## src/rtl/serial_subtractor.sv

```systemverilog
// ---------------------------------------------------------------------------
// serial_subtractor
//
// Bit-serial unsigned subtractor: diff = a - b, one bit per clock, LSB first.
// One full-subtractor cell plus a borrow flip-flop does the arithmetic.
// A start/done handshake wraps it so it can run beside the combinational
// datapath cells.
//
// Timing: start is accepted at edge k. SHIFT runs for WIDTH cycles. done
// pulses for one cycle after edge k+WIDTH. The earliest next start is
// accepted at edge k+WIDTH+2.
//
// Ports
//   clk    in   rising-edge clock
//   rst_n  in   asynchronous active-low reset
//   start  in   request, sampled only in IDLE
//   a      in   [WIDTH] minuend, captured on the accepting edge
//   b      in   [WIDTH] subtrahend, captured on the accepting edge
//   busy   out  high while bits are being processed
//   done   out  one-cycle pulse, results valid
//   diff   out  [WIDTH] a - b modulo 2^WIDTH, held until the next DONE
//   bout   out  final borrow, 1 iff a < b (unsigned)
//   zero   out  1 iff diff == 0
// ---------------------------------------------------------------------------
module serial_subtractor #(
  parameter int WIDTH = 8
) (
  input  logic             clk,
  input  logic             rst_n,
  input  logic             start,
  input  logic [WIDTH-1:0] a,
  input  logic [WIDTH-1:0] b,
  output logic             busy,
  output logic             done,
  output logic [WIDTH-1:0] diff,
  output logic             bout,
  output logic             zero
);

  // The counter only has to reach WIDTH-1. Keep it at least one bit wide.
  localparam int CNT_W = (WIDTH > 2) ? $clog2(WIDTH) : 1;

  typedef enum logic [1:0] {
    S_IDLE,
    S_SHIFT,
    S_DONE
  } state_e;

  state_e           state_q;
  logic [WIDTH-1:0] a_q;
  logic [WIDTH-1:0] b_q;
  logic [WIDTH-1:0] r_q;
  logic             br_q;
  logic [CNT_W-1:0] cnt_q;
  logic             busy_q;
  logic             done_q;
  logic [WIDTH-1:0] diff_q;
  logic             bout_q;
  logic             zero_q;

  // Full-subtractor cell applied to the current LSBs and the stored borrow.
  logic             d_bit;
  logic             br_d;
  logic [WIDTH-1:0] r_d;
  logic             last_bit;

  // NOTE: every signal driven here gets a value on every path. That is why
  // no latch is inferred.
  always_comb begin
    d_bit    = a_q[0] ^ b_q[0] ^ br_q;
    br_d     = (~a_q[0] & b_q[0]) | (~(a_q[0] ^ b_q[0]) & br_q);
    r_d      = {d_bit, r_q[WIDTH-1:1]};
    last_bit = (cnt_q == CNT_W'(WIDTH - 1));
  end

  // NOTE: the reset is asynchronous and active-low, so it sits in the
  // sensitivity list. All state uses non-blocking assignments, so every
  // register samples values from before the edge.
  always_ff @(posedge clk or negedge rst_n) begin
    if (!rst_n) begin
      state_q <= S_IDLE;
      a_q     <= '0;
      b_q     <= '0;
      r_q     <= '0;
      br_q    <= 1'b0;
      cnt_q   <= '0;
      busy_q  <= 1'b0;
      done_q  <= 1'b0;
      diff_q  <= '0;
      bout_q  <= 1'b0;
      zero_q  <= 1'b0;
    end else begin
      case (state_q)
        S_IDLE: begin
          done_q <= 1'b0;
          if (start) begin
            a_q     <= a;
            b_q     <= b;
            r_q     <= '0;
            br_q    <= 1'b0;
            cnt_q   <= '0;
            busy_q  <= 1'b1;
            state_q <= S_SHIFT;
          end
        end

        S_SHIFT: begin
          a_q   <= a_q >> 1;
          b_q   <= b_q >> 1;
          r_q   <= r_d;
          br_q  <= br_d;
          cnt_q <= cnt_q + CNT_W'(1);
          if (last_bit) begin
            // Publish the result from the final cell output directly.
            // r_q only catches up on this same edge.
            diff_q  <= r_d;
            bout_q  <= br_d;
            zero_q  <= (r_d == '0);
            busy_q  <= 1'b0;
            done_q  <= 1'b1;
            state_q <= S_DONE;
          end
        end

        S_DONE: begin
          done_q  <= 1'b0;
          state_q <= S_IDLE;
        end

        default: begin
          busy_q  <= 1'b0;
          done_q  <= 1'b0;
          state_q <= S_IDLE;
        end
      endcase
    end
  end

  assign busy = busy_q;
  assign done = done_q;
  assign diff = diff_q;
  assign bout = bout_q;
  assign zero = zero_q;

endmodule

```

## config.mk

```make
export PLATFORM = sky130hd
export DESIGN_NAME = serial_subtractor
export DESIGN_NICKNAME = d
export VERILOG_FILES = /design/src/rtl/serial_subtractor.sv
export SDC_FILE = /design/constraint.sdc
export NUM_CORES = 1
export LEC_CHECK = 0
export CORE_MARGIN = 2
export CORE_UTILIZATION = 45
export DETAILED_ROUTE_END_ITERATION = 12
export PLACE_DENSITY = 0.7
export SLEW_MARGIN = 20
export SYNTH_ARGS = -nofsm -noshare
export SYNTH_HDL_FRONTEND = slang
export SYNTH_SLANG_ARGS = --single-unit
```

## constraint.sdc

```tcl
create_clock -name clk -period 2.03 [get_ports clk]
set_clock_uncertainty 0.15 [all_clocks]
set_input_delay 0.406 -clock clk [delete_from_list [all_inputs] [get_ports clk]]
set_output_delay 0.406 -clock clk [all_outputs]
set_load 0.01 [all_outputs]
```

## Word-level counts from Yosys, hierarchy flattened

Cells that the tools add are included.
Widths: inputs -> output; s select.

| storage, ports and cells | value |
|---|---|
| input bits | 19 |
| flip-flop bits (word level) | 42 |

| cells by class | value |
|---|---|
| reduce and logical (&&, ||, !) cells | 7 |
| bitwise gates (word level) | 8 |
| mux-type cells | 18 |
| equal/unequal tests | 5 |
| add/subtract/negate cells | 1 |

Operators by type and width:

| kind | number |
|---|---|
| $pmux 8 s2 | 3 |
| $mux 8 | 3 |
| $logic_not 8->1 | 1 |
| $pmux 3 s2 | 1 |
| $reduce_and 2->1 | 3 |
| $mux 1 | 5 |
| $mux 2 | 2 |
| $ne 2x2->1 const B | 2 |
| $pmux 2 s2 | 1 |
| $add 3x1->3 const B | 1 |
| $eq 3x3->1 const B | 1 |
| $mux 3 | 1 |
| $not 1->1 | 3 |
| $pmux 1 s3 | 1 |
| $reduce_and 3->1 | 1 |
| $and 1x1->1 | 2 |
| $eq 2x1->1 const B | 1 |
| $eq 2x2->1 const B | 1 |
| $logic_not 2->1 | 1 |
| $pmux 1 s2 | 1 |
| $reduce_bool 2->1 | 1 |
| $xor 1x1->1 | 2 |
| $or 1x1->1 | 1 |

## Longest topological paths before layout

Gate-level depths: netlist (run 1).

| depth | value |
|---|---|
| word-level depth | 5 |
| depth in mapped cells | 6 |
| depth with buffers taken out | 5 |

## Worst setup path before layout (run 1)

OpenSTA, ideal clock, no wires.

| timing | value |
|---|---|
| path type | reg2reg |
| from | register cnt_q[0] |
| to | register diff_q[3], in the netlist diff[3] |
| path buffers | 1 |
| arrival | 1.322 ns |
| data required time | 1.755 ns |
| slack | 0.433 ns |
| cell stages (with the launch flop) | 6 |
| cells stage by stage | dfrtp_1 > ha_1 > ha_1 > nand3b_4 > buf_6 > mux2_4 |

| on the way | value |
|---|---|
| longest elaborated chain between the ends | 2 |

Ends and longest elaborated chain:

| what | line | text |
|---|---|---|
| start: declaration | 54 | `logic [CNT_W-1:0] cnt_q;` |
| start signal: assignment | 112 | `cnt_q <= cnt_q + CNT_W'(1);` |
| $eq 3x3->1 | 73 | `last_bit = (cnt_q == CNT_W'(WIDTH - 1));` |
| $reduce_and 2->1 (no line) | n/a |  |
| end signal: assignment | 116 | `diff_q <= r_d;` |
| end: declaration | 57 | `logic [WIDTH-1:0] diff_q;` |

Every way passes these cells.
A chain may end at the register's enable or synchronous reset.

## Worst setup path in the final report (run 1)

| timing | value |
|---|---|
| from | register busy_q, in the netlist busy |
| to | output busy |

RTL lines:

| what | line | text |
|---|---|---|
| start: declaration | 55 | `logic busy_q;` |
| start signal: assignment | 87 | `busy_q <= 1'b0;` |
| start signal: assignment | 102 | `busy_q <= 1'b1;` |
| start signal: assignment | 119 | `busy_q <= 1'b0;` |
| end: declaration | 33 | `output logic busy,` |

No word-level cell between the ends.

==> flow_metrics.env, run 1 <==
export IMPL_vias_per_cell=5.07
export IMPL_synth_compound_area_share_pct=13.3
export IMPL_vias=1171
export IMPL_end_kind="output pin"
export IMPL_synthMuxAreaShare_pct=12.7
export IMPL_clk_pin_slew_ps=80
export IMPL_ys_seq_area_share_pct=56.7
export IMPL_netlist_area_um2=1810
export IMPL_cts_setup_buffers=0
export IMPL_p_comb_share_pct=36.9
export IMPL_clock_root_buffer="clkbuf_8"
export IMPL_internal_power_mw=2.34
export IMPL_setup_viol=0
export IMPL_synth_top_family_by_area="compound AO/OA/AOI/OAI gates"
export IMPL_postRouteAntennaNets=0
export IMPL_hold_class="input pin to async pin"
export IMPL_num_rows=23
export IMPL_p_seq_share_pct=40.7
export IMPL_arrival_ps=1240
export IMPL_synth_warnings=0
export IMPL_syn_instance_count=146
export IMPL_crit_slowest_cell="clkdlybuf4s50_1"
export IMPL_antennaDiodeCount=0
export IMPL_grt_pass1_wl_mm=5.88
export IMPL_p_sw_mw=1.10
export IMPL_fmax_mhz=555
export IMPL_switching_share_pct=32.0
export IMPL_path_cells="clkdlybuf4s50_1"
export IMPL_clkPwrFrac_pct=22.5
export IMPL_relSlewSlack_pct=65.7
export IMPL_final_util_pct=57.2
export IMPL_crit_required_ps=1470
export IMPL_ys_types=26
export IMPL_synth_main_ff_cell="dfrtp_1"
export IMPL_setup_tns_final_ps=0
export IMPL_nNetsFinal=202
export IMPL_die_width_um=67.4
export IMPL_cp_top_family="buffers and inverters"
export IMPL_track_usage_pct=18.0
export IMPL_die_area_um2=4540
export IMPL_drive_above_1_share_pct=14.4
export IMPL_grt_pass1_vias=1226
export IMPL_grt_max_degree=42
export IMPL_synthAdderAreaFrac_pct=2.49
export IMPL_area_growth_pct=24.6
export IMPL_peakVddDrop_mv=0.794
export IMPL_avgSynthCellArea_um2=12.4
export IMPL_gp_congestion=0.777
export IMPL_synth_net_count=168
export IMPL_wire_per_inst_um=14.8
export IMPL_synth_edf_count=0
export IMPL_period_share_pct=88.7
export IMPL_tightest_slew_ps=515
export IMPL_power_density_nw_per_um2=1520
export IMPL_drc=0
export IMPL_first_iter_violations=92
export IMPL_h_tree_depth=2
export IMPL_place_ws_ps=234
export IMPL_drt_total_wl_mm=3.43
export IMPL_cap_violations=0
export IMPL_ios=31
export IMPL_p_leak_nw=1.08
export IMPL_rsz0062_at_grt="false"
export IMPL_synthArstFlopShare_pct=100
export IMPL_final_cell_mix="dfrtp_1 (41), clkdlybuf4s50_1 (29), nand2_1 (21)"
export IMPL_cts_inserted_buffers=5
export IMPL_crit_type="flip-flop to output pin"
export IMPL_firstDrtPassIters=4
export IMPL_final_min_clock_period_ps=1800
export IMPL_antenna_found_initial=0
export IMPL_layout_commonest_cell="dfrtp_1"
export IMPL_postCtsHoldBufs=0
export IMPL_clock_latency_ps=290
export IMPL_path_buf_inv=1
export IMPL_hold_viol=0
export IMPL_status="finished clean"
export IMPL_ff_latch_area_um2=1030
export IMPL_synth_xor_area_share_pct=0
export IMPL_multi_input_area_um2=669
export IMPL_cp_max_fo=3
export IMPL_cp_start_kind="flip-flop"
export IMPL_cts_resized_gates=0
export IMPL_grt_overflow=0
export IMPL_fillers=337
export IMPL_cts_tree="built"
export IMPL_core_um2=3940
export IMPL_die_y_um=67.4
export IMPL_start_util_pct=45.9
export IMPL_dp_hpwl_mm=2.38
export IMPL_hold_worst_slack_ps=13.7
export IMPL_slew_viol_final=0
export IMPL_slowest_delay_ps=560
export IMPL_cts_sinks=41
export IMPL_finalWorstSetupSlack_ps=229
export IMPL_ys_seq_elements=41
export IMPL_io_buffers=30
export IMPL_clockBufferDepth=2
export IMPL_synthSimpleGateAreaFrac_pct=8.58
-- logic make-up after synthesis --
kind of cell    Yosys count
flops                    41
mux                      20
compound gates           36
fa+ha+maj                 3
simple gates             31
buf+inv                  15
-- synthesized netlist by cell type, drive strengths merged (2+ instances only) --
| master | n | share of area (%) |
|---|---|---|
| nor2b | 4 | 1.8 |
| mux2i | 12 | 6.6 |
| nor4 | 2 | 0.69 |
| inv | 6 | 1.2 |
| nor2 | 3 | 0.62 |
| dfrtp | 41 | 57 |
| o21ai | 19 | 5.3 |
| a22oi | 2 | 0.83 |
| buf | 9 | 5.0 |
| ha | 2 | 1.4 |
| a21oi | 2 | 0.55 |
| mux2 | 8 | 6.0 |
| nand2 | 21 | 4.4 |
| a22o | 9 | 4.4 |
-- cell type report --
cell class | instances | share of cell area (%)
Sequential cell | 41 | 45.5
Multi-Input combinational cell | 90 | 29.7
Timing Repair Buffer | 36 | 15.1
Clock buffer | 5 | 3.05
Clock inverter | 3 | 2.89
Tap cell | 50 | 2.77
Inverter | 6 | 0.999
-- power groups by stage --
stage                     registers (mW)  clock network [mW]  logic, mW
after floorplan                     1.38                   0      0.903
after global placement              1.39                   0       1.22
after global routing                1.45               0.816       1.42
after CTS                           1.40               0.789       1.29
after detailed placement            1.42                   0       1.28
final                               1.40               0.772       1.27
-- through the flow --
step,power (mW),area (um2),std cells
detailed placement,2.70,2120,223
finish,3.44,2250,231
global placement,2.61,2120,223
floorplan,2.28,1810,146
global route,3.69,2250,231
CTS,3.48,2250,231
-- worst paths after layout --
kind | to | from | depth (start not counted) | slack, ps
worst max-delay path | busy | busy | 1 | 230
worst min-delay path | diff[7] | rst_n | 2 | 10
worst max register to register | zero | a_q[0] | 4 | 340
worst min register to register | b_q[3] | b_q[3] | 2 | 340
max in group asynchronous | diff[2] | rst_n | 2 | 1360
min in group clk | b_q[3] | b_q[3] | 2 | 340
-- sequential cells by signal (all words and copies together) (netlist names), 2 cells and up --
| name | flops |
|---|---|
| b_q | 8 |
| state_q | 2 |
| a_q | 8 |
| diff | 8 |
| cnt_q | 3 |
| r_q | 7 |
-- per-layer routing --
metal	track usage, %	part of all wire, %
met2	29.0	48
met1	22.6	45
met4	8.93	2.4
met5	0	0
met3	4.67	3.6
No activity file was read; power rests on OpenSTA's default activity.
==> run 2: changes to the inputs <==
--- a/config.mk
+++ b/config.mk
@@ -9,7 +9,6 @@
 export CORE_UTILIZATION = 45
 export DETAILED_ROUTE_END_ITERATION = 12
 export PLACE_DENSITY = 0.7
-export SLEW_MARGIN = 20
 export SYNTH_ARGS = -nofsm -noshare
 export SYNTH_HDL_FRONTEND = slang
 export SYNTH_SLANG_ARGS = --single-unit
==> results of run 2 <==
No change in the layout: final DEF, timing and power equal those of run 1.
